$ cat src/rtl/instr_fetch_unit_if.sv
// Instruction-memory read port shared by the fetch unit (master) and the memory (slave).
`timescale 1ns/1ps
interface instr_mem_if #(
    parameter int ADDR_W = 16,
    parameter int IR_W   = 8
);
    // Handshake: mem_rd_req is a one-cycle strobe with mem_addr stable in that cycle and held
    // until the next fetch; the memory answers in a later cycle with a one-cycle mem_rd_valid
    // carrying mem_rd_data. There is no back-pressure, and mem_rd_valid is only honoured
    // while the fetch unit is waiting for that answer.
    logic [ADDR_W-1:0] mem_addr;
    logic              mem_rd_req;
    logic              mem_rd_valid;
    logic [IR_W-1:0]   mem_rd_data;

    modport master (
        output mem_addr,
        output mem_rd_req,
        input  mem_rd_valid,
        input  mem_rd_data
    );

    modport slave (
        input  mem_addr,
        input  mem_rd_req,
        output mem_rd_valid,
        output mem_rd_data
    );
endinterface

$ cat src/rtl/instr_fetch_unit.sv
// Owns the PC and fetches one instruction word per request into IR for the microcoded controller.
`timescale 1ns/1ps
module instr_fetch_unit #(
    parameter int ADDR_W   = 16,
    parameter int IR_W     = 8,
    parameter int TIMEOUT  = 15,
    parameter int AUTO_INC = 1
) (
    input  logic              clk,
    input  logic              reset,
    input  logic              fetch_start,
    input  logic              pc_inc,
    input  logic              pc_load,
    input  logic [ADDR_W-1:0] pc_load_data,
    instr_mem_if.master       mem,
    output logic [IR_W-1:0]   IR,
    output logic              ir_valid,
    output logic              busy,
    output logic              fetch_err,
    output logic [ADDR_W-1:0] pc,
    output logic [1:0]        state_dbg
);
    localparam logic [1:0] S_IDLE = 2'd0;
    localparam logic [1:0] S_REQ  = 2'd1;
    localparam logic [1:0] S_WAIT = 2'd2;

    logic [1:0]        state_q, state_d;
    logic [7:0]        cnt_q, cnt_d;
    logic [ADDR_W-1:0] mem_addr_q, mem_addr_d;
    logic [ADDR_W-1:0] pc_q, pc_d;
    logic [IR_W-1:0]   ir_q, ir_d;
    logic              ir_valid_q, ir_valid_d;
    logic              fetch_err_q, fetch_err_d;
    logic              fetch_ok;

    assign fetch_ok = (state_q == S_WAIT) && mem.mem_rd_valid;

    always_comb begin
        state_d     = state_q;
        cnt_d       = cnt_q;
        mem_addr_d  = mem_addr_q;
        ir_d        = ir_q;
        ir_valid_d  = 1'b0;
        fetch_err_d = 1'b0;
        case (state_q)
            S_IDLE: begin
                if (fetch_start) begin
                    state_d    = S_REQ;
                    mem_addr_d = pc_q;
                end
            end
            S_REQ: begin
                cnt_d   = 8'd0;
                state_d = S_WAIT;
            end
            S_WAIT: begin
                // Data arriving on the final timeout cycle still wins over the abort.
                if (mem.mem_rd_valid) begin
                    ir_d       = mem.mem_rd_data;
                    ir_valid_d = 1'b1;
                    state_d    = S_IDLE;
                end else if (cnt_q == 8'(TIMEOUT - 1)) begin
                    fetch_err_d = 1'b1;
                    state_d     = S_IDLE;
                end else begin
                    cnt_d = cnt_q + 8'd1;
                end
            end
            default: state_d = S_IDLE;
        endcase
    end

    // One PC source per cycle, so a load or explicit increment suppresses the auto-increment.
    always_comb begin
        pc_d = pc_q;
        if (pc_load) begin
            pc_d = pc_load_data;
        end else if (pc_inc) begin
            pc_d = pc_q + ADDR_W'(1);
        end else if ((AUTO_INC != 0) && fetch_ok) begin
            pc_d = pc_q + ADDR_W'(1);
        end
    end

    always_ff @(posedge clk) begin
        if (!reset) begin
            state_q     <= S_IDLE;
            cnt_q       <= 8'd0;
            mem_addr_q  <= '0;
            pc_q        <= '0;
            ir_q        <= '0;
            ir_valid_q  <= 1'b0;
            fetch_err_q <= 1'b0;
        end else begin
            state_q     <= state_d;
            cnt_q       <= cnt_d;
            mem_addr_q  <= mem_addr_d;
            pc_q        <= pc_d;
            ir_q        <= ir_d;
            ir_valid_q  <= ir_valid_d;
            fetch_err_q <= fetch_err_d;
        end
    end

    assign mem.mem_addr   = mem_addr_q;
    assign mem.mem_rd_req = (state_q == S_REQ);
    assign IR             = ir_q;
    assign ir_valid       = ir_valid_q;
    assign fetch_err      = fetch_err_q;
    assign busy           = (state_q == S_REQ) || (state_q == S_WAIT);
    assign pc             = pc_q;
    assign state_dbg      = state_q;
endmodule
$ cat src/flat_wrapper.sv
// flat-port wrapper written by rule: the top's interface ports become plain ports
module instr_fetch_unit_flat 
#(
    parameter int ADDR_W   = 16,
    parameter int IR_W     = 8,
    parameter int TIMEOUT  = 15,
    parameter int AUTO_INC = 1
)
  (clk, reset, fetch_start, pc_inc, pc_load, pc_load_data, IR, ir_valid, busy, fetch_err, pc, state_dbg, mem_mem_addr, mem_mem_rd_req, mem_mem_rd_valid, mem_mem_rd_data);
  instr_mem_if #(.ADDR_W(ADDR_W), .IR_W(IR_W)) mem_i ();
  input  logic clk;
  input  logic reset;
  input  logic fetch_start;
  input  logic pc_inc;
  input  logic pc_load;
  input  logic [ADDR_W-1:0] pc_load_data;
  output logic [IR_W-1:0] IR;
  output logic ir_valid;
  output logic busy;
  output logic fetch_err;
  output logic [ADDR_W-1:0] pc;
  output logic [1:0] state_dbg;
  output wire logic [$bits(mem_i.mem_addr)-1:0] mem_mem_addr;
  output wire logic [$bits(mem_i.mem_rd_req)-1:0] mem_mem_rd_req;
  input wire logic [$bits(mem_i.mem_rd_valid)-1:0] mem_mem_rd_valid;
  input wire logic [$bits(mem_i.mem_rd_data)-1:0] mem_mem_rd_data;
  assign mem_mem_addr = mem_i.mem_addr;
  assign mem_mem_rd_req = mem_i.mem_rd_req;
  assign mem_i.mem_rd_valid = mem_mem_rd_valid;
  assign mem_i.mem_rd_data = mem_mem_rd_data;
  instr_fetch_unit #(.ADDR_W(ADDR_W), .IR_W(IR_W), .TIMEOUT(TIMEOUT), .AUTO_INC(AUTO_INC)) u_core (.clk(clk), .reset(reset), .fetch_start(fetch_start), .pc_inc(pc_inc), .pc_load(pc_load), .pc_load_data(pc_load_data), .mem(mem_i), .IR(IR), .ir_valid(ir_valid), .busy(busy), .fetch_err(fetch_err), .pc(pc), .state_dbg(state_dbg));
endmodule
$ cat config.mk
export PLATFORM = sky130hd
export DESIGN_NAME = instr_fetch_unit_flat
export DESIGN_NICKNAME = d
export VERILOG_FILES = /design/src/rtl/instr_fetch_unit_if.sv /design/src/rtl/instr_fetch_unit.sv /design/src/flat_wrapper.sv
export SDC_FILE = /design/constraint.sdc
export NUM_CORES = 1
export LEC_CHECK = 0
export CAP_MARGIN = 15
export CORE_MARGIN = 2
export CORE_UTILIZATION = 41
export DETAILED_ROUTE_END_ITERATION = 7
export PLACE_DENSITY = 0.75
export SLEW_MARGIN = 10
export SYNTH_ARGS = -nofsm -noshare
export SYNTH_HDL_FRONTEND = slang
export SYNTH_SLANG_ARGS = --single-unit
$ cat constraint.sdc
create_clock -name clk -period 1.6 [get_ports clk]
set_input_delay 0.16 -clock clk [delete_from_list [all_inputs] [get_ports clk]]
set_output_delay 0.16 -clock clk [all_outputs]
set_load 0.005 [all_outputs]
==> Yosys cells after proc, flatten, opt, wreduce, memory -nomap -nowiden <==
Cells that the tools add are included.
{ "classes": {"addsub": 2, "n_eq_ne": 7, "mux": 12, "n_bitwise": 2, "reduce_logical": 11} }
{ "ops": {"columns": ["operator", "n"], "rows": [
  ["2-to-1 mux 16 bit", 3],
  ["adder 16 x 1 -> 16 bit (second input constant)", 1],
  ["2-to-1 mux 8 bit", 2],
  ["one-hot mux 8 bit (2 select lines)", 1],
  ["adder 8 x 1 -> 8 bit (second input constant)", 1],
  ["equality test 8 x 4 -> 1 bit (second input constant)", 1],
  ["AND reduction 2 bit", 4],
  ["2-to-1 mux 2 bit", 3],
  ["inequality test 2 bit (second input constant)", 3],
  ["one-hot mux 2 bit (3 select lines)", 1],
  ["inequality test 3 bit (second input constant)", 1],
  ["AND reduction 3 bit", 1],
  ["nonzero test 3 bit", 1],
  ["OR reduction 3 bit", 1],
  ["equality test 2 x 1 -> 1 bit (second input constant)", 1],
  ["equality test 2 bit (second input constant)", 1],
  ["logical NOT 2 bit", 1],
  ["2-to-1 mux 1 bit", 2],
  ["NOT 1 bit", 2],
  ["nonzero test 2 bit", 1],
  ["logical AND 1 bit", 1],
  ["logical OR 1 bit", 1]
]} }
{ "totals": {"regBits": 52, "output_inout_bits": 46, "wordCells": 41} }

==> Longest topological paths before layout <==
Gate-level depths: netlist of the first run.
{ "depth": {"depth_word": 5, "depth_mapped": 7, "ltp_nobuf": 6} }

==> Worst setup path after synthesis of the first run <==
Ideal clock, no wire load.
{ "synth_path": {"path_type": "register to register", "from": "reg u_core.state_q[0] (netlist: u_core.state_dbg[0])", "to": "reg u_core.pc_q[1] (netlist: u_core.pc[1])", "arrival_ns": 1.636, "slack_ns": -0.164, "path_stages_with_launch": 8, "n_path_buf": 1, "period_less_slack_ns": 1.764, "cell_sequence": "dfxtp_1 > inv_1 > ha_1 > a21oi_1 > buf_2 > mux2_2 > mux2i_1 > nor2_1"} }
{ "synth_via": {"elab_chain_len": 3} }
{ "synth_rtl": {"columns": ["element", "line_no", "source"], "rows": [
  ["start: declaration", "instr_fetch_unit.sv:27", "logic [1:0] state_q, state_d;"],
  ["start signal: assignment", "instr_fetch_unit.sv:95", "state_q <= state_d;"],
  ["equality test 2 bit", "instr_fetch_unit.sv:36", "assign fetch_ok = (state_q == S_WAIT) && mem.mem_rd_valid;"],
  ["logical AND 1 bit", "instr_fetch_unit.sv:36", null],
  ["nonzero test 3 bit (no source line)", null, null],
  ["end signal: assignment", "instr_fetch_unit.sv:98", "pc_q <= pc_d;"],
  ["end: declaration", "instr_fetch_unit.sv:30", "logic [ADDR_W-1:0] pc_q, pc_d;"]
]} }
Every way passes these cells.
A chain may end at the register's enable or synchronous reset.

==> Worst setup path after layout of the first run <==
{ "layout_path": {"from": "reg u_core.pc_q[6] (netlist: u_core.pc[6])", "to": "reg u_core.pc_q[12] (netlist: u_core.pc[12])"} }
{ "layout_via": {"elab_chain_len": 4} }
{ "layout_rtl": {"columns": ["element", "line_no", "source"], "rows": [
  ["adder 16 x 1 -> 16 bit *", "instr_fetch_unit.sv:79, instr_fetch_unit.sv:81", null],
  ["2-to-1 mux 16 bit", "instr_fetch_unit.sv:80", "end else if ((AUTO_INC != 0) && fetch_ok) begin"],
  ["2-to-1 mux 16 bit *", "instr_fetch_unit.sv:78", "end else if (pc_inc) begin"],
  ["2-to-1 mux 16 bit *", "instr_fetch_unit.sv:76", "if (pc_load) begin"]
]} }
Mark *: on every way between the ends. The rest lies on a longest branch, timed or not. The select of a mux whose other input is x is not followed.

==> impl_metrics.json, run 1 <==
{
  "clock_sinks": 52,
  "yosysMostFrequentCell": "nand2_1",
  "p_int_mw": 2.13,
  "critical_path_class": "reg2reg",
  "min_period_ns": 1.61,
  "async_flop_share_pct": 0,
  "vdd_drop_max_mv": 0.508,
  "grt_pass1_vias": 2276,
  "grt_usage_pct": 20.4,
  "required_ns": 1.84,
  "initial_core_util_pct": 42.5,
  "rows": 27,
  "cp-end-kind": "register",
  "synth_common_cells": "58 x nand2_1, 52 x dfxtp_1, 38 x a21oi_1",
  "grt_max_degree": 32,
  "fin_area_mm2": 0.00372,
  "syn2layout_area_growth_pct": 58.3,
  "setup_violations": 1,
  "die_width_um": 79.8,
  "die_h_um": 79.8,
  "clock-skew-final_ns": 0.00892,
  "core_mm2": 0.00554,
  "p_seq_share_pct": 47.4,
  "critPathMaxStageDelay_ns": 0.40,
  "worstPathMaxFanout": 6,
  "cellPowerDensity_mw_per_mm2": 801,
  "synth_area_leaders": "dfxtp_1 44%, nand2_1 9.3%, a21oi_1 8.1%",
  "drtIter0Drc": 78,
  "cp_slowest_cell": "or3_4",
  "final_max_slew_viol_count": 0,
  "crit_path_start_kind": "register",
  "status": "finished, violations left",
  "ys.warnings.count": 0,
  "cp_num_buf_inv": 0,
  "leakagePower_nw": 1.37,
  "critPathArrivalTime_ns": 1.85,
  "fin_ws_ns": -0.00848,
  "port_buffers": 75,
  "fin_crit_sh_pct": 101,
  "fin_nets": 434,
  "rsz0062_at_grt": "true",
  "violations": "negative setup slack",
  "hold_path_class": "in2reg",
  "p_sw_mw": 0.856,
  "cts_buffer_depth": 2,
  "sw_frac_of_total_pct": 28.7,
  "critPathTopFamily": "simple AND/OR/NAND/NOR gates",
  "synth.largest_area_cell": "dfxtp_1",
  "syn_inst": 283,
  "h-tree-depth": 2,
  "drt_first_pass_iters": 7,
  "cts_tree": "built",
  "stdcell_count": 469,
  "synth.net_count": 321,
  "maxCapViolCount": 0,
  "cpMostUsedCell": "or3_4",
  "p_comb_share_pct": 25.9,
  "preCtsSetupSlack_ns": -0.260,
  "max_slew.worst_pin.slew_ns": 0.480,
  "pwr-share-clk_pct": 26.7,
  "routed_wl_mm": 6.58,
  "finish.utilization_pct": 67.2,
  "routed_via_density": 5.14,
  "ys.flop_type": "dfxtp_1",
  "synth_area_mm2": 0.00235,
  "cts_buffers": 5,
  "dp.cells": 457,
  "grt_pass1_wl_mm": 10.3,
  "ys_types": 43,
  "ys_ff_latch": 52,
  "clock-root-buffer": "clkbuf_8",
  "synth_top_cell_area_share_pct": 44.2,
  "ant_nets": 0,
  "max_freq_mhz": 622,
  "placedInstanceArea_mm2": 0.00349,
  "fp.dieArea_mm2": 0.00636,
  "num_antenna_cells": 0,
  "synth_edf_count": 0,
  "boundaryPins": 76,
  "relSlewSlack_pct": 67.6,
  "grt_overflow_total": 0,
  "antenna_found_initial": 0,
  "vias": 2412,
  "cts.clk_slew.worst_paths_ns": 0.10,
  "drcViolationCount": 0,
  "syn_area_per_cell_um2": 8.32,
  "cp_cell_sequence": "nand4_2 -> or3_4 -> or3_4 -> a31oi_4",
  "synth-seq-area-share_pct": 44.2,
  "hpwl_mm": 4.79,
  "worstSkewPairLatency_ns": 0.31,
  "hold_violations": 0,
  "wire_per_inst_um": 14.0,
  "gp_congestion": 0.869,
  "layout-drive-gt1-share_pct": 21.2
}
## worst paths after layout
kind	start	endpoint	slack, ns	cells past startpoint
max	u_core.pc[6]	u_core.pc[12]	-0.008	4
max reg2reg	u_core.pc[6]	u_core.pc[12]	-0.008	4
min	mem_mem_rd_data[3]	u_core.IR[3]	0.39	3
min reg2reg	u_core.mem.mem_addr[4]	u_core.mem.mem_addr[4]	0.46	2
## state kept, by name, summed over array words and instances, names as in the netlist
name                 cells
u_core.mem.mem_addr     16
u_core.fetch_err         1
u_core.state_dbg         2
u_core.pc               16
u_core.ir_valid          1
u_core.cnt_q             8
u_core.IR                8
## power groups by stage
stage	Combinational [mW]	Clock (mW)	Sequential, mW
2_1_floorplan	0.270	0	1.46
3_3_place_gp	0.719	0	1.44
3_5_place_dp	0.730	0	1.44
4_1_cts	0.748	0.815	1.41
5_1_grt	0.844	0.875	1.42
6_report	0.773	0.795	1.42
## metrics by stage
stage	hold WS (ns)	total power [mW]	TNS [ns]
final	0.388	2.98	-0.00848
after global routing	0.393	3.14	-0.160
after CTS	0.381	2.98	0
after detailed placement	0.447	2.17	-1.01
after global placement	0.441	2.16	-0.656
after floorplan	0.296	1.73	0
## per-layer routing
metal	track usage [%]	vias to the layer above	share of wire, %
met4	3.56	0	1.2
li1	-	1210	-
met5	0	-	0
met1	25.0	1110	44
met2	36.5	83	49
met3	5.32	9	6.3
## tightest hold or removal path, cell delays in order
cell and delay, ns:
clkdlybuf4s50_1 0.39, nand2_1 0.05, a21oi_1 0.05
## cell usage in the layout (no fill, tap or decap), types with 3 or more instances in the layout
cell type        netlist  layout
o21ai_0               14      11
nor2_1                10      10
clkdlybuf4s50_1        0      73
nand2b_1               5       3
mux2i_1                3       3
ha_1                   8       5
xor2_1                 3       3
nand3_1                9       9
buf_4                  0      41
dfxtp_2                0       5
a31oi_1                4       3
and2_1                 3       3
clkbuf_8               0       5
inv_1                  6       4
a21oi_1               38      35
nand2_1               58      58
dfxtp_1               52      47
o21ai_1                2       4
and4_1                 3       3
xnor2_1               11      11
or3_4                  1       3
and3_1                 3       3
## what timing repair did
item,in CTS,in global routing
resized for setup,8,23
hold buffers,0,0
endpoints found under the setup margin,5,16
buffers inserted,3,2
pin swaps,4,7
## cell families after synthesis
family | after synthesis | share of synthesized area (%)
compound gates | 72 | 17.7
xor+xnor | 14 | 5.21
fa+ha+maj | 8 | 4.25
buf+inv | 20 | 3.24
flops | 52 | 44.2
mux | 4 | 1.75
simple gates | 113 | 23.6
## layout make-up
cell class | count | area [um^2]
fill | 448 | 1820
multi-input combinational | 211 | 1350
tap | 72 | 90.1
sequential | 52 | 1050
timing repair buffer | 120 | 1120
inverter | 6 | 22.5
clock inverter | 3 | 27.5
clock buffer | 5 | 68.8
Power figures use the tool's default switching activity.
==> run 2: changes to the inputs <==
CORE_UTILIZATION = 43   (was 41)
CTS_BUF_LIST = sky130_fd_sc_hd__clkbuf_8   (was default)
HOLD_SLACK_MARGIN = 0.1   (was default)
PLACE_DENSITY = 0.78   (was 0.75)
TNS_END_PERCENT = 10   (was default)
==> run 2 against run 1 <==
Total power rose by 14%. Sequential cell count did not move. Critical path depth rose by 3. Sequential power barely moved. Worst hold slack improved by 0.0076 ns. Final area fell by 0.37%. The flow still finishes with violations (negative setup slack). Setup slack got worse by 0.012 ns. First-iteration DRC count fell by 31%. Utilization rose by 4.1 points. Wire length rose by 0.93%.
==> impl_metrics.json, run 2 (synthesis results as in run 1) <==
{
  "status": "finished, violations left",
  "violations": "negative setup slack",
  "drtIter0Drc": 54,
  "routed_via_density": 5.18,
  "cp-end-kind": "register",
  "use_met2_pct": 38.3,
  "critPathArrivalTime_ns": 1.83,
  "syn2layout_area_growth_pct": 57.7,
  "critPathMaxStageDelay_ns": 0.33,
  "gp_congestion": 0.904,
  "min_path_cells": 3,
  "clock-root-buffer": "clkbuf_8",
  "cts_buffers": 5,
  "antenna_found_initial": 0,
  "cp_num_buf_inv": 2,
  "drcViolationCount": 0,
  "layout_commonest_cell": "clkdlybuf4s50_1",
  "final_cell_mix": "73 x clkdlybuf4s50_1, 58 x nand2_1, 50 x dfxtp_1",
  "setup_violations": 1,
  "stdcell_count": 465,
  "die_width_um": 78.0,
  "rows": 26,
  "cpMostUsedCell": "buf_4",
  "cellPowerDensity_mw_per_mm2": 914,
  "cp_slowest_cell": "dfxtp_2",
  "fp.dieArea_mm2": 0.00608,
  "dp.cells": 456,
  "r2r_cells": 7,
  "hold_path_class": "in2reg",
  "required_ns": 1.81,
  "final_max_slew_viol_count": 0,
  "finish.utilization_pct": 71.3,
  "fin_crit_sh_pct": 101,
  "crit_path_start_kind": "register",
  "cp_cell_sequence": "buf_4 -> ha_4 -> a21oi_4 -> buf_4 -> mux2_2 -> mux2i_1 -> nor2_1",
  "vdd_drop_max_mv": 0.670,
  "port_buffers": 75,
  "die_h_um": 78.0,
  "relSlewSlack_pct": 75.6,
  "fin_ws_ns": -0.0204,
  "clock_sinks": 52,
  "cts_buffer_depth": 2,
  "maxCapViolCount": 0,
  "boundaryPins": 76,
  "rsz0062_at_grt": "true",
  "grt_pass1_wl_mm": 10.7,
  "core_mm2": 0.00520,
  "vias": 2407,
  "grt.met3_usage_pct": 6.05,
  "grt_most_used_layer": "met2",
  "layout-drive-gt1-share_pct": 18.7,
  "ant_nets": 0,
  "grt_overflow_total": 0,
  "cts.clk_slew.worst_paths_ns": 0.10,
  "worstPathMaxFanout": 5,
  "cts_tree": "built",
  "grt_max_degree": 17,
  "preCtsSetupSlack_ns": -0.186,
  "drt_first_pass_iters": 4,
  "critical_path_class": "reg2reg",
  "initial_core_util_pct": 45.2,
  "leakagePower_nw": 1.40,
  "max_slew.worst_pin.slew_ns": 0.363,
  "grt_usage_pct": 21.8,
  "grt_pass1_vias": 2344,
  "num_antenna_cells": 0,
  "total_power_mw": 3.39,
  "worstSkewPairLatency_ns": 0.31,
  "worstSetupPathDepth": 7,
  "critPathTopFamily": "multiplexers",
  "hold_violations": 0,
  "worst_hold_slack_ns": 0.396,
  "use_met1_pct": 26.0,
  "routed_wl_mm": 6.64,
  "max_freq_mhz": 617,
  "wire_per_inst_um": 14.3,
  "fin_nets": 432,
  "h-tree-depth": 2,
  "min_period_ns": 1.62,
  "hpwl_mm": 4.78,
  "clock-skew-final_ns": 0.00588
}
run 2: timing repair:
item | 4_1_cts | 5_1_grt
setup buffers | 1 | 0
hold buffers | 0 | 0
resized for setup | 5 | 11
endpoints found under the setup margin | 7 | 19
pin swaps | 2 | 8
run 2: path summary, 6_finish.rpt:
path | startpoint | end | slack [ns]
setup / recovery | u_core.state_dbg[1] | u_core.pc[1] | -0.02
hold / removal | mem_mem_rd_data[3] | u_core.IR[3] | 0.40
setup reg to reg | u_core.state_dbg[1] | u_core.pc[1] | -0.02
hold reg to reg | u_core.mem.mem_addr[12] | u_core.mem.mem_addr[12] | 0.46
run 2: area by class of cell:
| class | count | area, um^2 |
|---|---|---|
| fill | 420 | 1490 |
| multi-input combinational | 211 | 1310 |
| timing repair buffer | 118 | 1090 |
| sequential | 52 | 1040 |
| clock inverter | 3 | 90.1 |
| tap | 70 | 87.6 |
| clock buffer | 5 | 68.8 |
| inverter | 6 | 22.5 |
run 2: per-stage QoR:
stage | TNS [ns] | instance area [um^2]
2_1_floorplan | 0 | 2380
3_3_place_gp | -0.614 | 3480
3_5_place_dp | -0.978 | 3480
4_1_cts | -0.211 | 3660
5_1_grt | -0.516 | 3710
6_report | -0.0204 | 3710
run 2: layer usage:
| metal | wire length, um | part of all wire [%] |
|---|---|---|
| met3 | 410 | 6.2 |
| met1 | 2880 | 43 |
| met4 | 95 | 1.4 |
| met5 | 0 | 0 |
| met2 | 3260 | 49 |
run 2: worst reg2reg max path: stages (launching register included):
cell     delay, ns
dfxtp_2       0.33
buf_4         0.13
ha_4          0.16
a21oi_4       0.20
buf_4         0.16
mux2_2        0.32
mux2i_1       0.16
nor2_1        0.06
run 2: where the power goes:
part           internal [mW]  switching (mW)
Combinational          0.416           0.331
Sequential              1.37          0.0436
Clock                  0.782           0.453
